==> src/rtl/buffer_reader.sv <==
// buffer_reader: streams a stored image out of the 4-bank pixel buffer as 32-bit words.
// One bank read is issued per cycle, gated so that the output FIFO can always absorb
// every read still in flight. The final partial word has its unused bytes zeroed.
// Optional macro BUFFER_READER_STATS_EN adds a saturating stall_cycles counter port.
module buffer_reader #(
  parameter int RAM_LATENCY = 1,
  parameter int FIFO_DEPTH  = 4
) (
  input  logic        clock,
  input  logic        reset_n,
  input  logic [9:0]  rows,
  input  logic [9:0]  cols,
  input  logic        start,
  output logic        busy,
  output logic        done,
  output logic        rd_en,
  output logic [16:0] rd_address,
  input  logic [31:0] rd_data,
  output logic [31:0] out_data,
  output logic        out_valid,
  input  logic        out_ready,
  output logic        out_last
`ifdef BUFFER_READER_STATS_EN
  ,
  output logic [31:0] stall_cycles
`endif
);

  localparam int PW = (FIFO_DEPTH > 1) ? $clog2(FIFO_DEPTH) : 1;
  localparam int CW = $clog2(FIFO_DEPTH + 1);

  typedef enum logic [1:0] {IDLE, READ, DRAIN, FINISH} state_t;

  state_t      state_q, state_d;
  logic [17:0] total_q, total_d;
  logic [17:0] issued_q, issued_d;
  logic [1:0]  rem_q, rem_d;

  // vld_pipe_q[i]: a read issued i+1 cycles ago; lst_pipe_q tags the image's final word
  logic [RAM_LATENCY-1:0] vld_pipe_q, lst_pipe_q;

  logic [32:0]   fifo_mem_q [FIFO_DEPTH];
  logic [PW-1:0] wr_ptr_q, rd_ptr_q;
  logic [CW-1:0] cnt_q;

  logic [19:0] prod;
  logic [17:0] total_calc;
  logic        start_acc;
  logic [7:0]  inflight;
  logic [7:0]  occ;
  logic        issue_last;
  logic        push, push_last, pop;
  logic [31:0] push_data;

  assign prod       = {10'd0, rows} * {10'd0, cols};
  assign total_calc = 18'((21'(prod) + 21'd3) >> 2);
  assign start_acc  = start && (state_q == IDLE);
  assign issue_last = (issued_q == total_q - 18'd1);
  assign push       = vld_pipe_q[RAM_LATENCY-1];
  assign push_last  = lst_pipe_q[RAM_LATENCY-1];
  assign out_valid  = (cnt_q != '0);
  assign pop        = out_valid && out_ready;
  assign out_data   = fifo_mem_q[rd_ptr_q][31:0];
  assign out_last   = fifo_mem_q[rd_ptr_q][32] && out_valid;
  assign rd_address = issued_q[16:0];
  assign busy       = (state_q == READ) || (state_q == DRAIN);
  assign done       = (state_q == FINISH);

  // Occupancy seen by the issue gate: queued words plus reads not yet returned
  always_comb begin
    inflight = '0;
    for (int i = 0; i < RAM_LATENCY; i++) inflight = inflight + 8'(vld_pipe_q[i]);
    occ   = 8'(cnt_q) + inflight;
    rd_en = (state_q == READ) && (occ < 8'(FIFO_DEPTH));
  end

  // Zero the bytes past the last pixel when the image does not fill its final word
  always_comb begin
    push_data = rd_data;
    if (push_last && rem_q != 2'd0) begin
      for (int k = 0; k < 4; k++)
        if (2'(k) >= rem_q) push_data[8*k +: 8] = 8'h00;
    end
  end

  // Next-state logic: capture geometry on start, count issued reads, wait for last handshake
  always_comb begin
    state_d  = state_q;
    total_d  = total_q;
    issued_d = issued_q;
    rem_d    = rem_q;
    case (state_q)
      IDLE: if (start) begin
        total_d  = total_calc;
        rem_d    = prod[1:0];
        issued_d = '0;
        state_d  = (total_calc == '0) ? FINISH : READ;
      end
      READ: if (rd_en) begin
        issued_d = issued_q + 18'd1;
        if (issue_last) state_d = DRAIN;
      end
      DRAIN:   if (pop && out_last) state_d = FINISH;
      FINISH:  state_d = IDLE;
      default: state_d = IDLE;
    endcase
  end

  // Control registers
  always_ff @(posedge clock or negedge reset_n) begin
    if (!reset_n) begin
      state_q  <= IDLE;
      total_q  <= '0;
      issued_q <= '0;
      rem_q    <= '0;
    end else begin
      state_q  <= state_d;
      total_q  <= total_d;
      issued_q <= issued_d;
      rem_q    <= rem_d;
    end
  end

  // RAM latency tracker: shifts each issued read toward its capture cycle
  always_ff @(posedge clock or negedge reset_n) begin
    if (!reset_n) begin
      vld_pipe_q <= '0;
      lst_pipe_q <= '0;
    end else begin
      vld_pipe_q[0] <= rd_en;
      lst_pipe_q[0] <= rd_en && issue_last;
      for (int i = 1; i < RAM_LATENCY; i++) begin
        vld_pipe_q[i] <= vld_pipe_q[i-1];
        lst_pipe_q[i] <= lst_pipe_q[i-1];
      end
    end
  end

  // Output FIFO: storage, pointers and count; push and pop may coincide
  always_ff @(posedge clock or negedge reset_n) begin
    if (!reset_n) begin
      for (int i = 0; i < FIFO_DEPTH; i++) fifo_mem_q[i] <= '0;
      wr_ptr_q <= '0;
      rd_ptr_q <= '0;
      cnt_q    <= '0;
    end else begin
      if (push) begin
        fifo_mem_q[wr_ptr_q] <= {push_last, push_data};
        wr_ptr_q <= (wr_ptr_q == PW'(FIFO_DEPTH - 1)) ? '0 : wr_ptr_q + 1'b1;
      end
      if (pop) rd_ptr_q <= (rd_ptr_q == PW'(FIFO_DEPTH - 1)) ? '0 : rd_ptr_q + 1'b1;
      case ({push, pop})
        2'b10:   cnt_q <= cnt_q + 1'b1;
        2'b01:   cnt_q <= cnt_q - 1'b1;
        default: cnt_q <= cnt_q;
      endcase
    end
  end

`ifdef BUFFER_READER_STATS_EN
  logic [31:0] stall_cycles_q;
  assign stall_cycles = stall_cycles_q;

  // Back-pressure counter: restarts on each accepted start, saturates, frozen when idle
  always_ff @(posedge clock or negedge reset_n) begin
    if (!reset_n)
      stall_cycles_q <= '0;
    else if (start_acc)
      stall_cycles_q <= '0;
    else if (busy && out_valid && !out_ready && stall_cycles_q != 32'hFFFF_FFFF)
      stall_cycles_q <= stall_cycles_q + 32'd1;
  end
`else
  logic unused_start_acc;
  assign unused_start_acc = start_acc;
`endif

endmodule

==> config.mk <==
export PLATFORM = sky130hd
export DESIGN_NAME = buffer_reader
export DESIGN_NICKNAME = d
export VERILOG_FILES = /design/src/rtl/buffer_reader.sv
export SDC_FILE = /design/constraint.sdc
export NUM_CORES = 1
export LEC_CHECK = 0
export CORE_MARGIN = 2
export CORE_UTILIZATION = 40
export DETAILED_ROUTE_END_ITERATION = 7
export PLACE_DENSITY = 0.59
export RECOVER_POWER = 50
export SYNTH_ARGS = -nofsm -noshare
export SYNTH_HDL_FRONTEND = slang
export SYNTH_SLANG_ARGS = --single-unit
==> constraint.sdc <==
create_clock -name clock -period 3.05 [get_ports clock]
set_input_delay 0.61 -clock clock [delete_from_list [all_inputs] [get_ports clock]]
set_output_delay 0.61 -clock clock [all_outputs]
set_load 0.005 [all_outputs]
* After elaboration in Yosys (flattened, before gate mapping)
Cells that the tools add are included.
Word-level totals: output and inout bits 54, word-level logic and storage cells 84, bits in writable memories 0, memories kept 0, memory bits (read-only) 0, latch bits 0, register bits 181
Cells by class: shift operators 0, order comparisons 8, bitwise logic cells 2, div/mod/pow operators 0, $add $sub $neg 8, reduce and logical (&&, ||, !) cells 17, $mul 1, muxes and demuxes 23, equality and inequality tests 12
Operators by type and width (number):
- $bwmux W132 | 1
- $mux W33 | 3
- $bmux W33 S2 | 1
- $demux W33 S2 | 1
- $mux W18 | 2
- $pmux W18 S2 | 1
- $mux W32 | 1
- $mux W8 | 4
- $add A20 B2 Y20 const B | 1
- $mul A10 B10 Y20 | 1
- $add A18 B1 Y18 const B | 1
- $eq A18 B18 Y1 | 1
- $logic_not A18 Y1 | 1
- $sub A18 B1 Y18 const B | 1
- $mux W2 | 7
- $eq A2 B2 Y1 const B | 5
- $pmux W2 S4 | 1
- $logic_and A1 B1 Y1 | 7
- $ge A3 B3 Y1 const B | 2
- $ne A2 B2 Y1 const B | 3
- $not A2 Y3 | 2
- $pmux W3 S2 | 1
- $reduce_bool A2 Y1 | 3
- $add A2 B1 Y2 const B | 2
- other kinds (15) | 18

* Longest topological paths before layout
Gate-level depths: netlist (run 1).
word-level depth 8, gate-level depth with buffers 22, gate-level depth less buffers 21

* Least setup slack after synthesis (run 1)
OpenSTA, ideal clock, no wires.
path kind input -> register, start input cols[3], end register state_q[1], cell stages on the path 22, library setup time 0.082 ns, path slack -3.309 ns, arrival time 6.277 ns, data required time 2.968 ns, cell sequence clkbuf_1 -> nand2_1 -> fa_1 -> inv_1 -> fa_1 -> inv_1 -> fa_1 -> inv_1 -> fa_1 -> inv_1 -> fa_1 -> inv_1 -> ha_1 -> a211o_1 -> a21o_1 -> a2111o_1 -> a211oi_2 -> nor2b_1 -> and4_1 -> nand4_1 -> o32a_1 -> a31oi_1
Between the ends: cells in the longest elaborated chain, start to end 6
RTL lines:
- start, declared | line 12 | input logic [9:0] cols,
- $mul A10 B10 Y20 | line 55 | assign prod = {10'd0, rows} * {10'd0, cols};
- $add A20 B2 Y20 | line 56 | assign total_calc = 18'((21'(prod) + 21'd3) >> 2);
- $logic_not A18 Y1 | line 97 | state_d = (total_calc == '0) ? FINISH : READ;
- $mux W2 | line 97
- $mux W2 | line 93 | IDLE: if (start) begin
- $pmux W2 S4 | line 92 | case (state_q)
- end signal, assigned | line 117 | state_q <= state_d;
- end, declared | line 34 | state_t state_q, state_d;
Every way passes these cells. The select of a mux whose other input is x is not followed. A chain may end at the register's enable or synchronous reset.

* Worst setup path after layout (run 1)
start input rows[7], end register state_q[1]
Between the ends: cells in the longest elaborated chain, start to end 6
RTL lines:
- start, declared | line 11 | input logic [9:0] rows,
- $mul A10 B10 Y20 | line 55
- $add A20 B2 Y20 | line 56
- $logic_not A18 Y1 | line 97
- $mux W2 | line 97
- $mux W2 | line 93
- $pmux W2 S4 | line 92
Every way passes these cells. The select of a mux whose other input is x is not followed.

==> results of run 1 <==
-- worst reg2reg max path, cell delays in order (launching register included) --
cell,delay (ps)
dfrtp_1,380
or4_4,620
nor4_2,390
o211a_1,230
a311oi_1,60
a221oi_2,310
nand4_1,230
a221oi_2,290
buf_4,170
nor2_1,50
a31oi_1,160
-- synthesized netlist by cell type, drive strengths merged, types with 24 or more instances --
cell    number
xnor2       35
clkbuf      58
ha          68
dfrtp      181
fa          63
xor2        24
nor2        38
buf         25
inv         88
mux4        33
o21ai      140
and2        61
mux2        40
nand2      225
-- power by group through the flow --
stage	Combinational (mW)	Clock, mW	Sequential, mW
6_report	12.0	2.24	4.18
5_1_grt	13.2	2.40	4.33
4_1_cts	11.3	2.30	4.18
3_5_place_dp	10.3	0	4.22
3_3_place_gp	10.2	0	4.17
2_1_floorplan	6.50	0	3.94
-- worst max-delay path by stage --
stage | end | from
3_3_place_gp | state_q[1] | cols[1]
6_report | state_q[1] | rows[7]
2_1_floorplan | state_q[1] | cols[1]
5_1_grt | state_q[1] | rows[7]
4_1_cts | state_q[1] | rows[5]
3_5_place_dp | state_q[1] | cols[1]
-- layout by cell type, fill, tap and decap left out, drive strengths merged, types with 24 or more instances in the layout --
cell	synthesis	layout
clkdlybuf4s50	0	89
o21ai	140	140
nand2	225	225
ha	68	68
mux4	33	33
buf	25	181
xor2	24	24
mux2	40	40
fa	63	63
nor2	38	38
dfrtp	181	181
clkbuf	58	25
inv	88	93
and2	61	61
xnor2	35	35
-- timing repair --
action	in CTS	in global routing
setup buffers	26	12
endpoints found under the setup margin	18	25
pin swaps	68	53
resized for setup	178	66
-- stage by stage --
| step | setup WS (ps) | instance area (um2) |
|---|---|---|
| floorplan | -2770 | 13000 |
| CTS | -2560 | 16200 |
| global placement | -3420 | 15100 |
| finish | -2560 | 16400 |
| global route | -2790 | 16400 |
| detailed placement | -3590 | 15100 |
-- flip-flops by register name, indices dropped and copies added (netlist names) --
signal	flops
wr_ptr_q	2
issued_q	18
cnt_q	3
total_q	18
push	1
lst_pipe_q	1
fifo_mem_q	132
rd_ptr_q	2
state_q	2
rem_q	2
-- layout make-up --
class	instances	area, um2	area share
clock buffer	20	457	0.0278
sequential	181	4530	0.276
timing repair buffer	276	2460	0.150
inverter	88	330	0.0201
clock inverter	11	141	0.00860
tap	396	495	0.0301
antenna	1	2.50	0.000152
multi-input combinational	918	8020	0.488
-- logic make-up (layout without fill, tap and decap cells) --
kind of cell / Yosys count / in the layout / share of synthesized area
DFF: 181 / 181 / 0.361
buffers and inverters: 171 / 395 / 0.0577
other: 0 / 1 / 0
xor gates and xnor gates: 59 / 59 / 0.0412
AOI/OAI and AO/OA: 223 / 223 / 0.108
adders and majority gates: 131 / 131 / 0.168
and+or+nand+nor: 427 / 427 / 0.164
muxes: 78 / 78 / 0.0992
-- per-layer routing --
metal / GRT usage / up-vias / part of all wire
li1: - / 4747 / -
met3: 0.0242 / 31 / 0.024
met2: 0.355 / 140 / 0.51
met5: 0 / - / 0
met1: 0.249 / 4806 / 0.45
met4: 0.0504 / 0 / 0.016
==> impl_metrics.tcl, run 1 <==
set metrics [dict create \
    io_buffers 109 \
    finalHoldWorstSlack_ps 477 \
    drc 0 \
    whs_path_depth 2 \
    clockBufferDepth 2 \
    timing.clock.skew_ps 6.69 \
    postRouteAntennaNets 0 \
    outcome "finished, violations left" \
    crit_type "primary input to flop" \
    ys_ff_latch 181 \
    post-dp-hpwl_um 22100 \
    worstMarginPinSlew_ps 1690 \
    grt_pass1_wl_um 52300 \
    synth_top_area_frac 0.361 \
    power_frac_seq 0.227 \
    critPathCaptureType "flop" \
    cts_max_level 4 \
    async_reset_ff_frac 1.00 \
    final_cells 1891 \
    antenna_found_initial 1 \
    violations "capacitance limit, slew limit, setup timing" \
    start_util 0.408 \
    synth-seq-area-share 0.361 \
    hp-class "flop to flop" \
    fmax_mhz 178 \
    cpPeakStageDelay_ps 540 \
    drive_gt1_frac 0.286 \
    wirelength_um 30300 \
    routed_via_density 5.14 \
    cpMaxStageDelayCell "fa_1" \
    grtUsageTotal 0.196 \
    postCtsHoldBufs 0 \
    num-fill-cells 2761 \
    leakage_nw 7.54 \
    min_to "fifo_mem_q[29]" \
    clock_latency_ps 430 \
    switching_share 0.383 \
    chipHeight_um 181 \
    drt-wirelength-per-cell_um 16.0 \
    cts_sinks 181 \
    critPathTopFamily "adder cells" \
    p_switching_mw 7.05 \
    drtIter0Drc 461 \
    grt_overflow 0 \
    syn_area_um2 12500 \
    placedCellCount 1836 \
    io_pins 110 \
    area_growth_syn_to_layout_pct 31.2 \
    synthCells 1270 \
    rr_worst_depth 10 \
    layout_min_cycle_time_ps 5610 \
    internal-power_mw 11.3 \
    min-delay-start "fifo_mem_q[29]" \
    rsz0062_at_grt "yes" \
    yosysTopAreaCell "dfrtp_1" \
    die-area_um2 32800 \
    finalSetupTns_ps -30950 \
    synth-warning-count 0 \
    synth_area_leaders "dfrtp_1 36%, fa_1 10%, ha_1 6.8%" \
    combPwrFrac 0.651 \
    setup_violations 17 \
    powerDensity_nw_per_um2 1120 \
    rows 64 \
    gp_congestion 0.838 \
    pwr-share-clk 0.122 \
    syn_nets 1457 \
    critPathLaunchType "primary input" \
    dieWidth_um 181 \
    worstPathRequired_ps 3400 \
    r2r-end "state_q[1]" \
    max-cap-violations 1 \
    dr_total_vias 9724 \
    relSlewSlack -0.127 \
    power.total_mw 18.4 \
    path_common_cell "fa_1" \
    crit_cells 22 \
    crit_buf_inv 6 \
    rrSetupSlack_ps 80 \
    syn_area_per_cell_um2 9.87 \
    timing.rr.start "total_q[5]" \
    nets 1669 \
    synth_cell_types 75 \
    ir_drop_mv 0.642 \
    first_pass_iters 5 \
    cp_max_fo 5 \
    cp.arrival_ps 5960 \
    hold_viol 0 \
    slew_violations 68 \
    yosys_most_used_dff "dfrtp_1" \
    fin_crit_sh 1.84 \
    crit_path_cell_trace "buf_12, nand2_4, fa_1, inv_1, fa_1, inv_2, fa_1, inv_1, fa_1, inv_1, fa_1, inv_2, ha_4, a211o_1, a21o_1, a2111oi_4, nor4_1, o31a_1, o21a_1, a2111o_1, o32a_1, a31oi_1" \
    cts_tree "done" \
    grt_pass1_vias 10509 \
    fin_util 0.535 \
    grt_max_degree 68 \
    cts_buffers 17 \
    clkSlewWorstSetupHoldPaths_ps 70 \
    cts-root-buf "clkbuf_16" \
    synth_edf_count 0 \
    core_um2 30700 \
    setup_ws_ps -2560 \
]
(Power assumes the default switching activity.)
==> run 2, diff against run 1 <==
- clock period: 3.05 -> 4.91 ns (I/O delays scaled with it)
==> impl_metrics.tcl, run 2 (synthesized netlist as in run 1, its figures left out) <==
set metrics [dict create \
    postRouteAntennaNets 0 \
    mostFrequentLayoutCells "202 x nand2_1, 180 x dfrtp_1, 120 x o21ai_0" \
    post-place-ws_ps -1970 \
    worstMarginPinSlew_ps 3630 \
    leakage_nw 7.36 \
    hold_viol 0 \
    powerDensity_nw_per_um2 696 \
    nets 1646 \
    rsz0062_at_grt "yes" \
    critPathLaunchType "primary input" \
    grt_pass1_wl_um 50500 \
    met2_usage 0.332 \
    setup_violations 12 \
    grt_max_degree 70 \
    layout_min_cycle_time_ps 6000 \
    post-dp-hpwl_um 21500 \
    cts-root-buf "clkbuf_16" \
    slew_violations 244 \
    io_pins 110 \
    critPathCaptureType "flop" \
    grt_overflow 0 \
    drtIter0Drc 434 \
    cts_sinks 181 \
    cp_max_fo 3 \
    top_regs "fifo_mem_q (132), issued_q (18), total_q (18)" \
    wirelength_um 29200 \
    start_util 0.408 \
    rows 64 \
    multi_input_area_um2 7840 \
    largest_register "fifo_mem_q" \
    use_met1 0.249 \
    routed_via_density 5.13 \
    internal-power_mw 6.82 \
    switching_share 0.387 \
    fmax_mhz 167 \
    num-fill-cells 2841 \
    seqCellArea_um2 4530 \
    cts_tree "done" \
    power.total_mw 11.1 \
    largest_register_ffs 132 \
    rrSetupSlack_ps 1560 \
    finalHoldWorstSlack_ps 478 \
    die-area_um2 32800 \
    cts_max_level 4 \
    setup_ws_ps -1090 \
    drt-wirelength-per-cell_um 15.6 \
    finalSetupTns_ps -8910 \
    fin_crit_sh 1.22 \
    cts_buffers 17 \
    clock_latency_ps 440 \
    chipHeight_um 181 \
    dr_total_vias 9591 \
    fin_util 0.520 \
    core_um2 30700 \
    antenna_found_initial 0 \
    max-cap-violations 4 \
    io_buffers 109 \
    clkSlewWorstSetupHoldPaths_ps 70 \
    postCtsHoldBufs 0 \
    grtUsageTotal 0.189 \
    pwr-share-clk 0.119 \
    drive_gt1_frac 0.266 \
    relSlewSlack -1.42 \
    outcome "finished, violations left" \
    cp.arrival_ps 6360 \
    drc 0 \
    clockBufferDepth 2 \
    top_usage_layer "met2" \
    ir_drop_mv 0.360 \
    area_growth_syn_to_layout_pct 27.6 \
    worstPathRequired_ps 5280 \
    first_pass_iters 4 \
    violations "capacitance limit, slew limit, setup timing" \
    final_common_cell "nand2_1" \
    n_antenna_cell 0 \
    grt_pass1_vias 9992 \
    use_met3 0.0214 \
    timing.clock.skew_ps 12.8 \
    gp_congestion 0.838 \
    dieWidth_um 181 \
    crit_type "primary input to flop" \
    hp-class "flop to flop" \
    p_switching_mw 4.31 \
    combPwrFrac 0.643 \
    power_frac_seq 0.238 \
]
run 2: cell types whose count changed in the layout (fill, tap and decap cells not counted), moves of 3 or more:
cell	delta
buf_4	-24
ha_1	+8
ha_4	-8
clkdlybuf4s50_1	-6
dlygate4sd3_1	+6
xnor2_2	-5
buf_12	-4
clkbuf_4	+4
o21ai_1	-4
xnor2_1	+4
inv_8	+3
o21ai_0	+3
run 2: path summary, 6_finish.rpt:
check                                from         endpoint  cells past startpoint
setup / recovery                  cols[3]       state_q[1]                     22
hold / removal             fifo_mem_q[41]   fifo_mem_q[41]                      2
setup reg to reg               total_q[0]       state_q[1]                     11
hold reg to reg            fifo_mem_q[41]   fifo_mem_q[41]                      2
max in group asynchronous         reset_n  fifo_mem_q[129]                      2
min in group asynchronous         reset_n  fifo_mem_q[106]                      1
run 2: metal layers:
metal  share of wire  up-vias
li1                -     4692
met1            0.46     4764
met2            0.51      114
met3           0.021       21
met4           0.012        0
met5               0        -
run 2: stage by stage:
step | std cells | cell area, um2
floorplan | 1270 | 12900
global placement | 1815 | 14800
detailed placement | 1815 | 14800
CTS | 1863 | 15800
global route | 1868 | 16000
finish | 1868 | 16000
run 2: power groups by stage:
| stage | Combinational (mW) | Sequential (mW) | Clock (mW) |
|---|---|---|---|
| CTS | 6.89 | 2.66 | 1.37 |
| global placement | 6.13 | 2.64 | 0 |
| finish | 7.16 | 2.65 | 1.33 |
| global route | 7.94 | 2.75 | 1.43 |
| detailed placement | 6.22 | 2.68 | 0 |
| floorplan | 4.00 | 2.45 | 0 |
run 2: critical path: stages:
cell      delay (ps)
buf_8             90
buf_6            100
nand2_4           40
fa_1             490
inv_2             40
fa_1             500
fa_1             510
fa_1             560
inv_2             40
fa_1             510
inv_2             50
ha_4             150
a211o_1          280
a21o_1           220
buf_6            130
a2111o_1         410
a211oi_2         210
nor2b_2          210
and4_4           220
nand4_1          120
o32a_1           350
a31oi_1          150
run 2: repair_timing:
| action | 4_1_cts | 5_1_grt |
|---|---|---|
| gates cloned | 0 | 0 |
| setup endpoints to repair | 16 | 15 |
| resized for setup | 134 | 91 |
| buffers inserted | 17 | 8 |
| pin swaps | 47 | 61 |
run 2: final cells by class:
cell class | count | area share
Clock buffer | 18 | 0.0275
Clock inverter | 14 | 0.00852
Inverter | 88 | 0.0206
Multi-Input combinational cell | 918 | 0.490
Sequential cell | 181 | 0.283
Tap cell | 396 | 0.0310
Timing Repair Buffer | 253 | 0.139
==> run 3, diff against run 2 <==
- CAP_MARGIN: not set -> 20
==> results of run 3 <==
No change in the layout: final DEF, timing and power equal those of run 2.
